--- src/rtl/unidade_forwarding_pkg.sv ---
// Shared constants and state type for the forwarding / load-use hazard unit.
package pacote_forwarding;

    localparam logic [1:0] FWD_REG    = 2'b00;
    localparam logic [1:0] FWD_MEM_WB = 2'b01;
    localparam logic [1:0] FWD_EX_MEM = 2'b10;

    typedef enum logic [0:0] {
        NORMAL,
        BOLHA
    } estadoT;

endpackage

--- src/rtl/comparador_forwarding.sv ---
// Combinational forward select for one EX operand against the EX and MEM shadow registers.
module comparador_forwarding
    import pacote_forwarding::*;
#(
    parameter int unsigned LARGURA_REG = 5
) (
    input  logic [LARGURA_REG-1:0] rs,
    input  logic [LARGURA_REG-1:0] exRd,
    input  logic                   exRw,
    input  logic [LARGURA_REG-1:0] memRd,
    input  logic                   memRw,
    output logic [1:0]             sel
);

    // EX/MEM is the younger producer, so it wins; x0 is hardwired and never forwarded.
    always_comb begin
        sel = FWD_REG;
        if (exRw && (exRd != '0) && (exRd == rs)) begin
            sel = FWD_EX_MEM;
        end else if (memRw && (memRd != '0) && (memRd == rs)) begin
            sel = FWD_MEM_WB;
        end
    end

endmodule

--- src/rtl/unidade_forwarding.sv ---
// Forwarding and load-use stall unit for the 5-stage pipeline.
// Optional bubble counter port contadorBolhas is built when CONTADOR_BOLHAS_EN is defined.
module unidade_forwarding
    import pacote_forwarding::*;
#(
    parameter int unsigned LARGURA_REG = 5
) (
    input  logic                   clock,
    input  logic                   reset,
    input  logic [LARGURA_REG-1:0] rs1ID,
    input  logic [LARGURA_REG-1:0] rs2ID,
    input  logic [LARGURA_REG-1:0] rdID,
    input  logic                   regWriteID,
    input  logic                   memReadID,
    input  logic                   descarte,
    output logic [1:0]             forwardA,
    output logic [1:0]             forwardB,
    output logic                   parar,
    output logic                   bolha
`ifdef CONTADOR_BOLHAS_EN
    ,
    output logic [31:0]            contadorBolhas
`endif
);

    logic [LARGURA_REG-1:0] exRd;
    logic                   exRw;
    logic                   exMr;
    logic [LARGURA_REG-1:0] memRd;
    logic                   memRw;
    estadoT                 estado;
    estadoT                 estadoProx;
    logic                   hazard;
    logic [1:0]             selA;
    logic [1:0]             selB;

    comparador_forwarding #(
        .LARGURA_REG(LARGURA_REG)
    ) comparadorA (
        .rs   (rs1ID),
        .exRd (exRd),
        .exRw (exRw),
        .memRd(memRd),
        .memRw(memRw),
        .sel  (selA)
    );

    comparador_forwarding #(
        .LARGURA_REG(LARGURA_REG)
    ) comparadorB (
        .rs   (rs2ID),
        .exRd (exRd),
        .exRw (exRw),
        .memRd(memRd),
        .memRw(memRw),
        .sel  (selB)
    );

    // A flush squashes the dependent instruction, so it takes priority over the stall.
    always_comb begin
        hazard = exMr && exRw && (exRd != '0) && ((exRd == rs1ID) || (exRd == rs2ID));
        bolha  = hazard && !descarte && (estado == NORMAL);
        parar  = bolha;

        estadoProx = estado;
        if (descarte) begin
            estadoProx = NORMAL;
        end else if (estado == BOLHA) begin
            estadoProx = NORMAL;
        end else if (bolha) begin
            estadoProx = BOLHA;
        end
    end

    always_ff @(posedge clock) begin
        if (!reset) begin
            exRd     <= '0;
            exRw     <= 1'b0;
            exMr     <= 1'b0;
            memRd    <= '0;
            memRw    <= 1'b0;
            forwardA <= FWD_REG;
            forwardB <= FWD_REG;
            estado   <= NORMAL;
        end else begin
            memRd  <= exRd;
            memRw  <= exRw;
            estado <= estadoProx;
            if (descarte || bolha) begin
                exRd     <= '0;
                exRw     <= 1'b0;
                exMr     <= 1'b0;
                forwardA <= FWD_REG;
                forwardB <= FWD_REG;
            end else begin
                exRd     <= rdID;
                exRw     <= regWriteID;
                exMr     <= memReadID;
                forwardA <= selA;
                forwardB <= selB;
            end
        end
    end

`ifdef CONTADOR_BOLHAS_EN
    always_ff @(posedge clock) begin
        if (!reset) begin
            contadorBolhas <= '0;
        end else if (bolha) begin
            contadorBolhas <= contadorBolhas + 32'd1;
        end
    end
`endif

endmodule

--- config.mk ---
export PLATFORM = sky130hd
export DESIGN_NAME = unidade_forwarding
export DESIGN_NICKNAME = d
export VERILOG_FILES = /design/src/rtl/unidade_forwarding_pkg.sv /design/src/rtl/comparador_forwarding.sv /design/src/rtl/unidade_forwarding.sv
export SDC_FILE = /design/constraint.sdc
export NUM_CORES = 1
export LEC_CHECK = 0
export CAP_MARGIN = 20
export CORE_ASPECT_RATIO = 1.25
export CORE_MARGIN = 2
export CORE_UTILIZATION = 47
export CTS_CLUSTER_DIAMETER = 60
export CTS_CLUSTER_SIZE = 24
export DETAILED_ROUTE_END_ITERATION = 7
export PLACE_DENSITY = 0.78
export RECOVER_POWER = 100
export REMOVE_ABC_BUFFERS = 1
export SLEW_MARGIN = 20
export SYNTH_ARGS = -nofsm -noshare
export SYNTH_HDL_FRONTEND = slang
export SYNTH_HIERARCHICAL = 1
export SYNTH_SLANG_ARGS = --single-unit
--- constraint.sdc ---
create_clock -name clock -period 2.19 [get_ports clock]
set_input_delay 0.657 -clock clock [delete_from_list [all_inputs] [get_ports clock]]
set_output_delay 0.657 -clock clock [all_outputs]
set_load 0.005 [all_outputs]
==> run_results.csv <==
group,metric,value,unit
status,status,"finished, violations left",
status,failed_checks,"setup timing",
setup_path,cp-end-kind,"output port",
sta,finalCritPeriodShare,103,%
clock_network,cts.sinks,18,
global_route,grt_use_total,22.7,%
global_route,antenna_found_initial,0,
clock_network,worstSkewPairLatency,300,ps
setup_path,cpLargestDelayFamily,"simple AND/OR/NAND/NOR gates",
floorplan,io_pins,26,
synthesis,yosysTopAreaCell,"dfxtp_1",
clock_network,clk_path_buf_depth,2,
setup_path,cp_num_buf_inv,1,
synthesis,ys_seq_elements,18,
global_route,grt_max_degree,13,
clock_network,path_clk_slew,100,ps
floorplan,dieArea,0.00249,mm^2
route,drtIter0Drc,12,
setup_path,reg2regPathDepth,5,
setup_path,cp_slowest_cell,"or4_4",
pwr,ir_drop,499,uV
route,drt_first_pass_iters,4,
setup_path,max_stage_delay,520,ps
setup_path,timing.rr.end,"estado",
placement,post-dp-hpwl,2050,um
synthesis,synth_edf_count,0,
layout,fin_util,71.5,%
sta,max_freq,0.443,GHz
run,drv_cap,0,
pwr,p_total,696,uW
layout,final_cell_area,0.00142,mm^2
sta,setup_ws,-64.8,ps
sta,slew_violations,0,
floorplan,design.core.area,0.00198,mm^2
setup_path,crit_chain,"or4_4 -> nor2_4 -> nor4_2 -> and2_4 -> buf_6",
setup_path,worstSetupStartpointType,"flop",
floorplan,num_rows,18,
route,vias,932,
sta,finalClockSkew,10.7,ps
global_route,grt_pass1_wl,4120,um
setup_path,reg2reg_from,"exRd[4]",
floorplan,start_util,49.8,%
setup_path,cp-endpoint,"parar",
placement,dp_slack,-790,ps
pwr,leakage,0.000579,uW
clock_network,cts_hold_buf,0,
clock_network,cts_tree,"built",
setup_path,crit_start,"exRd[4]",
placement,io_buffers,25,
route,viasPerCell,5.24,
layout,diodes,0,
sta,hold_viol,0,
route,wl_per_cell,14.0,um
clock_network,cts_buffers,3,
route,drc,0,
setup_path,crit_type,"flop to output port",
clock_network,htree_levels,1,
synthesis,synthTopCellsByCount,"xnor2_1 (20), dfxtp_1 (18), nand2_1 (18)",
sta,relSlewSlack,80.2,%
setup_path,worstPathArrival,1600,ps
synthesis,dominantRegCellSynth,"dfxtp_1",
synthesis,yosysSeqAreaShare,36.5,%
synthesis,synthArstFlopShare,0,%
synthesis,synth_cell_types,22,
setup_path,critPathRequiredTime,1530,ps
global_route,grt_remaining_overflow,0,
hold_path,hold_class,"flop to flop",
clock_network,cts-root-buf,"clkbuf_4",
synthesis,ys_warn_count,6,
synthesis,synthCells,112,
sta,grt_setup_unrepaired,"true",
setup_path,path_depth,5,
sta,worst_pin_slew,296,ps
layout,area_growth,43.6,%
layout,final_nets,179,
layout,fill_cells,162,
layout,drive_above_1_share,29.7,%
global_route,grt_pass1_vias,946,
placement,post_dp_cell_area,0.00138,mm^2
synthesis,synth_top_area_share,36.5,%
pwr,p_per_area,491,mW/mm^2
setup_path,r2r_slack,680,ps
synthesis,yosysMostFrequentCell,"xnor2_1",
placement,gp_congestion,0.924,
floorplan,dieHeight,55.2,um
setup_path,worst-path-max-fanout,2,
route,antenna_left,0,
synthesis,synthTopCellsByArea,"dfxtp_1 (37%), xnor2_1 (18%), nand2_1 (6.8%)",
route,totalWireLength,2490,um
synthesis,synth_area,987,um^2
sta,period_minus_slack,2250,ps
sta,setup-tns-final,-129,ps
floorplan,die_w,45.0,um
synthesis,postSynthAreaPerCell,8.81,um^2
sta,final-setup-viol-count,2,
-- routing by layer --
metal  track usage, %  part of all wire [%]  routed length (um)  vias to the layer above
li1                 -                     -                   -                      477
met5                0                     0                   0                        -
met1             24.8                    39                 962                      427
met3             3.27                   3.0                  74                        6
met2             39.6                    56                1410                       22
met4             12.6                   2.0                  49                        0
-- worst register-to-register path: stages, from the launching register on --
cell and delay (ps):
dfxtp_4 360, or4_4 520, nor2_4 100, nor4_2 60, buf_4 170, and3_2 200
-- placed cells by master, fill, tap and decap left out --
| cell type | count |
|---|---|
| dlygate4sd3_1 | 5 |
| and2_2 | 1 |
| clkbuf_2 | 6 |
| nor4_1 | 2 |
| nor3_1 | 5 |
| dfxtp_2 | 1 |
| clkbuf_4 | 3 |
| nor4_2 | 1 |
| nor2b_1 | 1 |
| nor2_4 | 1 |
| xor2_1 | 6 |
| clkdlybuf4s15_1 | 2 |
| clkbuf_1 | 2 |
| clkbuf_8 | 1 |
| buf_6 | 2 |
| and2_1 | 5 |
| a211oi_2 | 2 |
| buf_4 | 19 |
| nor2_1 | 2 |
| a21oi_1 | 13 |
| xnor2_1 | 19 |
| dlygate4sd2_1 | 2 |
| nand3_1 | 6 |
| and2_4 | 1 |
| o22ai_2 | 1 |
| dfxtp_4 | 1 |
| nor3_2 | 1 |
| dfxtp_1 | 16 |
| clkdlybuf4s15_2 | 1 |
| clkdlybuf4s50_1 | 7 |
| nand2_1 | 18 |
| or4_4 | 1 |
| o41ai_2 | 2 |
| xnor2_2 | 1 |
| and3_2 | 1 |
-- per-stage QoR --
step           hold slack (ps)  cells
6_report                   533    178
5_1_grt                    556    178
4_1_cts                    530    178
3_5_place_dp               512    173
3_3_place_gp               510    173
2_1_floorplan              475    108
-- layout make-up --
| class | count | area [um^2] | share of cell area, % |
|---|---|---|---|
| tap | 20 | 25.0 | 1.77 |
| multi-input combinational | 90 | 619 | 43.7 |
| sequential | 18 | 365 | 25.8 |
| timing repair buffer | 46 | 372 | 26.2 |
| clock buffer | 4 | 36.3 | 2.56 |
-- report_power, final --
group	internal, uW	switching [uW]
logic	84.0	66.1
registers	335	8.81
clock network	101	101
-- how the worst min path moves through the flow --
stage	startpoint	end	cells after the start
floorplan	exRw	memRw	1
global placement	exRw	memRw	1
detailed placement	exRw	memRw	1
CTS	exRw	memRw	1
global route	exRw	memRw	1
finish	exRw	memRw	1
-- registers in the layout, indices dropped and copies added (netlist names) --
name	count
memRw	1
estado	1
memRd	5
forwardA	2
exMr	1
exRd	5
forwardB	2
exRw	1
-- kinds of logic after synthesis --
group | share of synthesized area, %
compound gates | 13.1
buf+inv | 3.55
xor+xnor | 23.1
simple gates | 23.8
flops | 36.5
-- repair_timing --
| item | 4_1_cts | 5_1_grt |
|---|---|---|
| gates resized for setup | 31 | 16 |
| pin swaps | 13 | 14 |
| setup endpoints to repair | 2 | 2 |
| setup buffers | 1 | 0 |
No activity file was read; power rests on OpenSTA's default activity.
